**src/rtl/game_pkg.sv**
```systemverilog
// ---------------------------------------------------------------------------
// game_pkg
// Shared definitions for the game datapath: the obstacle scroller state type
// and the playfield constants that the scroller and the shape renderer must
// agree on.
//   scroll_state_t      : IDLE / RUN / PAUSED / DONE
//   WRAP_DEFAULT        : largest legal obstacle position
//   LEVEL_TICKS_DEFAULT : frame ticks in one level
// ---------------------------------------------------------------------------
package game_pkg;

    typedef enum logic [1:0] {
        IDLE   = 2'd0,
        RUN    = 2'd1,
        PAUSED = 2'd2,
        DONE   = 2'd3
    } scroll_state_t;

    localparam int WRAP_DEFAULT        = 695;
    localparam int LEVEL_TICKS_DEFAULT = 1800;

endpackage

```
**src/rtl/lane_wrap_counter.sv**
```systemverilog
// ---------------------------------------------------------------------------
// lane_wrap_counter
// One obstacle lane. The position advances by 'step' whenever 'advance' is
// high and wraps modulo WRAP+1. 'wrap' pulses for one cycle, in the same cycle
// that the wrapped position appears.
// Ports:
//   clk, reset    : clock, synchronous active-high reset
//   clear         : reload OFFSET (same effect as reset)
//   advance       : move the obstacle by 'step' this cycle
//   step          : distance per advance (never larger than WRAP)
//   pos           : registered lane position, 0..WRAP
//   wrap          : registered one-cycle wrap indication
// ---------------------------------------------------------------------------
module lane_wrap_counter
    import game_pkg::*;
#(
    parameter int               POS_W  = 10,
    parameter int               WRAP   = WRAP_DEFAULT,
    parameter logic [POS_W-1:0] OFFSET = '0
) (
    input  logic             clk,
    input  logic             reset,
    input  logic             clear,
    input  logic             advance,
    input  logic [POS_W-1:0] step,
    output logic [POS_W-1:0] pos,
    output logic             wrap
);

    localparam logic [POS_W:0]   WRAP_V = (POS_W+1)'(WRAP);
    // Modular subtraction in POS_W bits gives the right answer because the
    // wrapped result is always below WRAP+1, even if WRAP+1 is 2^POS_W.
    localparam logic [POS_W-1:0] MOD_V  = POS_W'(WRAP + 1);

    // One extra bit so that pos + step can never overflow before the compare.
    logic [POS_W:0] sum;

    assign sum = {1'b0, pos} + {1'b0, step};

    // Position register. A single subtraction suffices because step <= WRAP
    // keeps the sum below 2*(WRAP+1).
    always_ff @(posedge clk) begin
        if (reset || clear) begin
            pos  <= OFFSET;
            wrap <= 1'b0;
        end else begin
            wrap <= 1'b0;
            if (advance) begin
                if (sum > WRAP_V) begin
                    pos  <= sum[POS_W-1:0] - MOD_V;
                    wrap <= 1'b1;
                end else begin
                    pos  <= sum[POS_W-1:0];
                end
            end
        end
    end

endmodule

```
**src/rtl/obstacle_scroller.sv**
```systemverilog
// ---------------------------------------------------------------------------
// obstacle_scroller
// Advances NUM_LANES obstacle positions by a shared step on every frame tick
// while running. The step ramps by STEP_INIT every RAMP_TICKS ticks up to
// STEP_MAX. Level time is counted and a completion pulse is raised when it
// reaches LEVEL_TICKS. Any of the clear requests returns everything to its
// reset values.
// Ports:
//   clk, reset                       : clock, synchronous active-high reset
//   tick                             : one-cycle frame enable
//   menuScreen, playerWon, playerLost: clear requests (ORed)
//   pause                            : level-sensitive freeze request
//   obj_pos                          : lane i at [i*POS_W +: POS_W]
//   game_time                        : ticks elapsed in the current level
//   step                             : current step
//   wrap_pulse                       : per-lane one-cycle wrap pulse
//   levelDone                        : one-cycle level completion pulse
//   running                          : high while in RUN
// All outputs are registered.
// ---------------------------------------------------------------------------
module obstacle_scroller
    import game_pkg::*;
#(
    parameter int NUM_LANES   = 4,
    parameter int POS_W       = 10,
    parameter int WRAP        = WRAP_DEFAULT,
    parameter int TIME_W      = 24,
    parameter int LEVEL_TICKS = LEVEL_TICKS_DEFAULT,
    parameter int STEP_INIT   = 10,
    parameter int STEP_MAX    = 40,
    parameter int RAMP_TICKS  = 300
) (
    input  logic                       clk,
    input  logic                       reset,
    input  logic                       tick,
    input  logic                       menuScreen,
    input  logic                       playerWon,
    input  logic                       playerLost,
    input  logic                       pause,
    output logic [NUM_LANES*POS_W-1:0] obj_pos,
    output logic [TIME_W-1:0]          game_time,
    output logic [POS_W-1:0]           step,
    output logic [NUM_LANES-1:0]       wrap_pulse,
    output logic                       levelDone,
    output logic                       running
);

    localparam int RAMP_W = $clog2(RAMP_TICKS + 1);

    // Parameter sanity: a step larger than WRAP would need more than one
    // subtraction to wrap, and the level length must fit in game_time.
    generate
        if (STEP_MAX > WRAP) begin : g_bad_step_max
            $error("obstacle_scroller: STEP_MAX must not exceed WRAP");
        end
        if (TIME_W < 31 && LEVEL_TICKS >= (1 << TIME_W)) begin : g_bad_level_ticks
            $error("obstacle_scroller: LEVEL_TICKS does not fit in TIME_W bits");
        end
    endgenerate

    scroll_state_t     state;
    scroll_state_t     next_state;
    logic              clr;
    logic              advance;
    logic [TIME_W-1:0] time_next;
    logic              level_hit;
    logic [RAMP_W-1:0] ramp_cnt;
    logic [RAMP_W-1:0] ramp_next;
    logic              ramp_hit;
    logic [POS_W:0]    step_sum;
    logic [POS_W-1:0]  step_ramped;

    assign clr = menuScreen | playerWon | playerLost;

    // A tick only counts in RUN with no pause and no clear in the same cycle.
    assign advance = (state == RUN) && tick && !pause && !clr;

    assign time_next = game_time + 1'b1;
    assign level_hit = (time_next == TIME_W'(LEVEL_TICKS));
    assign ramp_next = ramp_cnt + 1'b1;
    assign ramp_hit  = (ramp_next == RAMP_W'(RAMP_TICKS));

    // Step ramp saturates at STEP_MAX; the extra bit avoids overflow on the add.
    assign step_sum    = {1'b0, step} + (POS_W+1)'(STEP_INIT);
    assign step_ramped = (step_sum > (POS_W+1)'(STEP_MAX)) ? POS_W'(STEP_MAX)
                                                           : step_sum[POS_W-1:0];

    // State register.
    always_ff @(posedge clk) begin
        if (reset) begin
            state <= IDLE;
        end else begin
            state <= next_state;
        end
    end

    // Next-state logic. A clear overrides every transition; pause beats tick
    // in RUN; leaving PAUSED swallows any tick in that cycle because advance
    // only looks at the current state.
    always_comb begin
        next_state = state;
        if (clr) begin
            next_state = IDLE;
        end else begin
            case (state)
                IDLE:    next_state = RUN;
                RUN: begin
                    if (pause) begin
                        next_state = PAUSED;
                    end else if (tick && level_hit) begin
                        next_state = DONE;
                    end
                end
                PAUSED: begin
                    if (!pause) begin
                        next_state = RUN;
                    end
                end
                DONE:    next_state = DONE;
                default: next_state = IDLE;
            endcase
        end
    end

    // Level time, ramp counter, step and the registered status outputs.
    // 'running' is registered from next_state so it always equals the
    // state register's RUN decode.
    always_ff @(posedge clk) begin
        if (reset || clr) begin
            game_time <= '0;
            ramp_cnt  <= '0;
            step      <= POS_W'(STEP_INIT);
            levelDone <= 1'b0;
            running   <= 1'b0;
        end else begin
            levelDone <= 1'b0;
            running   <= (next_state == RUN);
            if (advance) begin
                game_time <= time_next;
                levelDone <= level_hit;
                if (ramp_hit) begin
                    ramp_cnt <= '0;
                    step     <= step_ramped;
                end else begin
                    ramp_cnt <= ramp_next;
                end
            end
        end
    end

    // One wrap counter per lane, each starting at its own evenly spaced offset.
    generate
        for (genvar i = 0; i < NUM_LANES; i++) begin : g_lane
            lane_wrap_counter #(
                .POS_W  (POS_W),
                .WRAP   (WRAP),
                .OFFSET (POS_W'(i * ((WRAP + 1) / NUM_LANES)))
            ) u_lane (
                .clk     (clk),
                .reset   (reset),
                .clear   (clr),
                .advance (advance),
                .step    (step),
                .pos     (obj_pos[i*POS_W +: POS_W]),
                .wrap    (wrap_pulse[i])
            );
        end
    endgenerate

endmodule

```
**config.mk**
```make
export PLATFORM = sky130hd
export DESIGN_NAME = obstacle_scroller
export DESIGN_NICKNAME = d
export VERILOG_FILES = /design/src/rtl/game_pkg.sv /design/src/rtl/lane_wrap_counter.sv /design/src/rtl/obstacle_scroller.sv
export SDC_FILE = /design/constraint.sdc
export NUM_CORES = 1
export LEC_CHECK = 0
export CORE_MARGIN = 3
export CORE_UTILIZATION = 41
export CTS_BUF_LIST = sky130_fd_sc_hd__clkbuf_8
export DETAILED_ROUTE_END_ITERATION = 16
export PLACE_DENSITY = 0.73
export SLEW_MARGIN = 20
export SYNTH_ARGS = -nofsm -noshare
export SYNTH_HDL_FRONTEND = slang
export SYNTH_SLANG_ARGS = --single-unit
```
**constraint.sdc**
```tcl
create_clock -name clk -period 5 [get_ports clk]
set_input_delay 0.75 -clock clk [delete_from_list [all_inputs] [get_ports clk]]
set_output_delay 0.75 -clock clk [all_outputs]
set_load 0.03 [all_outputs]
```
==> run metrics <==
# rows=44; grt met1 use=25.4%; cell with the most instances after synthesis=dfxtp_1; asr flop ratio synth=0%; Internal=0.000994 W; met2 Use GR=32.9%; Seq pwr share=between 50% and 60%; YS warnings=0; outcome=finished, final reports clean; RSZ-0062 raised after global routing=false; CTS Hold Buffers Added=0; most used cell, CP=o21ai_1; Tot GR Track Use=19.2%; drt drc=0; Longest Clk Path Bufs=2; Die ar.=16,900 um^2; port bufs=81; Sw Share=23.2%; WP data required=about 5300 ps; Hold WS=around 510 ps; Slew Limit Headroom=a little over a third; Placed Instances=between 1,000 and 1,500; grt ovf=0; DIE WIDTH=130 um; H-tree depth=3; CTS tree=yes; cells along the critical path=ha_1, o21ai_0, o21ai_1, and4_1, nor3_2, o21bai_2, or2_2, mux2i_1, o21ai_1; Post-CTS Setup Inserts=0; Sw Pwr=0.000300 W; Pleak=approximately 2.8 nW; Synth Instances=770; ys flop type=dfxtp_1; Final Util=between 50% and 60%; Area contributors post-synth=dfxtp_1 (27%), ha_1 (8.7%), xnor2_1 (5.1%); worst hold-check path type=register to register; worst endpoint data arrival time=3410 ps; period utilization=63.0%; Cell Count, Final, Fillers Out=between 1,000 and 1,500; post-synth top area share=27.3%; CP peak stage delay=approximately 680 ps; Hold Path Stages=2; Inserted Diodes=0; Die H=130 um; Post-synth EDFFs=0; I/O pin total=87; mean routed wirelength per cell=15.8 um; # resized after CTS=0; vias in the first global route=5,293; gpl congestion=0.908; pin count of the biggest net entering global routing=44; final WL=16.2 mm; Top Usage Layer GRT=met2; mapped cell area=6300 um^2; post-synthesis sequential area ratio=27.3%; Num CTS Buffers=9; skew final=about 11 ps; Reg clk slew, reported paths=90 ps; syn_area_per_cell=8.18 um^2; Crit path depth=9; CP Max Fanout=13; Pins Over Slew Limit=0; final setup violating endpoints=0; Slew @ Worst Pin=between 900 and 1000 ps; Worst path top cell family by delay=simple AND/OR/NAND/NOR gates; Pwr Density=174 nW/um^2; grt met3 use=between 3 and 4%; area leader, netlist=dfxtp_1; clk root buf=clkbuf_8; Initial Utilization=42.5%; post-detail-place hpwl=11.5 mm; vias per inst=about 5.7; Worst Setup End Kind=register; Cell variety after synth=84; Worst-Skew Late Latency=380 ps; CP bufs+invs=0; share of cells above drive strength 1=7.38%; antenna violations before repair=0; Clk pwr share=44.5%; post-synthesis sequential element count=86; Fin. Hold Viols=0; first-pass GRT wire length=between 20 and 30 mm; min cycle time layout=3150 ps; setup tns final=0 ps; critical path's slowest cell=dfxtp_1; DR vias=5,867; Startpoint Class=register; worst r2r path cells=9; Comb pwr share=2.5%; number of DRC markers in iteration 0=~410; CP Class=register to register; Max Cap Violations=0; Max VDD drop=0.000125 V; f_max=0.318 GHz; core area=14,800 um^2; Commonest cells post-synth=dfxtp_1 (86), nor2_1 (81), a21oi_1 (62); TritonRoute pass-1 iters=5; Final ANT Viol Nets=0; Layout area overhead=18.2%; clk sinks=86; Final nets=890
## stage by stage
step / worst slack, ps / instance area (um^2) / power, W
after floorplan: 2050 / 6330 / 0.000725
after global placement: 1870 / 7220 / 0.000734
after detailed placement: 1760 / 7220 / 0.000734
after CTS: 1910 / 7450 / 0.00130
after global routing: 1640 / 7450 / 0.00133
final: 1850 / 7450 / 0.00129
## worst reg2reg max path, cell delays in order (launching register included)
cell	delay, ps
dfxtp_1	680
ha_1	440
o21ai_0	360
o21ai_1	160
and4_1	240
nor3_2	430
o21bai_2	150
or2_2	340
mux2i_1	180
o21ai_1	70
## flip-flops by register name (all words and copies together) (netlist names)
register and flops:
ramp_cnt 9, levelDone 1, running 1, g_lane.u_lane.pos 36, state 2, g_lane.u_lane.wrap 4
game_time 24, step 9
## placed cells by master (no fill, tap or decap), types with 11 or more instances in the layout
cell,instances
o21ai_0,48
nand3_1,28
nand2_1,58
nor3_1,21
ha_1,44
a21o_1,12
and3_1,13
nand4_1,22
xnor2_1,37
xor2_1,27
nor2_1,79
dfxtp_1,86
or3_1,12
inv_1,11
a21oi_1,62
clkdlybuf4s50_1,81
## path summary, 6_finish.rpt
path | startpoint | end | slack, ps
setup reg to reg | step[3] | g_lane[2].u_lane.pos[4] | 1850
hold reg to reg | g_lane[1].u_lane.pos[2] | g_lane[1].u_lane.pos[2] | 510
setup / recovery | step[3] | g_lane[2].u_lane.pos[4] | 1850
hold / removal | g_lane[1].u_lane.pos[2] | g_lane[1].u_lane.pos[2] | 510
## layer usage
layer	wire length [um]	up-vias	share of wire, %
met5	0	-	0
met4	211	0	1.3
li1	-	2960	-
met2	7740	167	48
met1	7380	2723	46
met3	824	17	5.1
## cells by family after synthesis
family / Yosys count / share of synthesized area [%]
other: 1 / 0.0595
XOR/XNOR: 66 / 9.59
adder cells (fa/ha/maj): 48 / 10.0
multiplexers: 8 / 1.27
AO/OA/AOI/OAI: 230 / 25.6
AND/OR/NAND/NOR: 279 / 22.3
buffers and inverters: 52 / 3.91
flip-flops: 86 / 27.3
## power by group through the flow
stage	logic, W	clock network (W)	registers (W)
after floorplan	0.0000225	0	0.000702
after global placement	0.0000319	0	0.000702
after detailed placement	0.0000325	0	0.000702
after CTS	0.0000326	0.000584	0.000686
after global routing	0.0000361	0.000606	0.000686
final	0.0000329	0.000576	0.000686
## cell type report
| class | instances | area, um^2 |
|---|---|---|
| fillers | 1391 | 7360 |
| multi-input cells | 640 | 4370 |
| flip-flops and latches | 86 | 1720 |
| repair buffers | 87 | 856 |
| well taps | 184 | 230 |
| clock buffers | 10 | 138 |
| clock inverters | 6 | 92.6 |
| inverters | 11 | 41.3 |
Power figures use the tool's default switching activity.
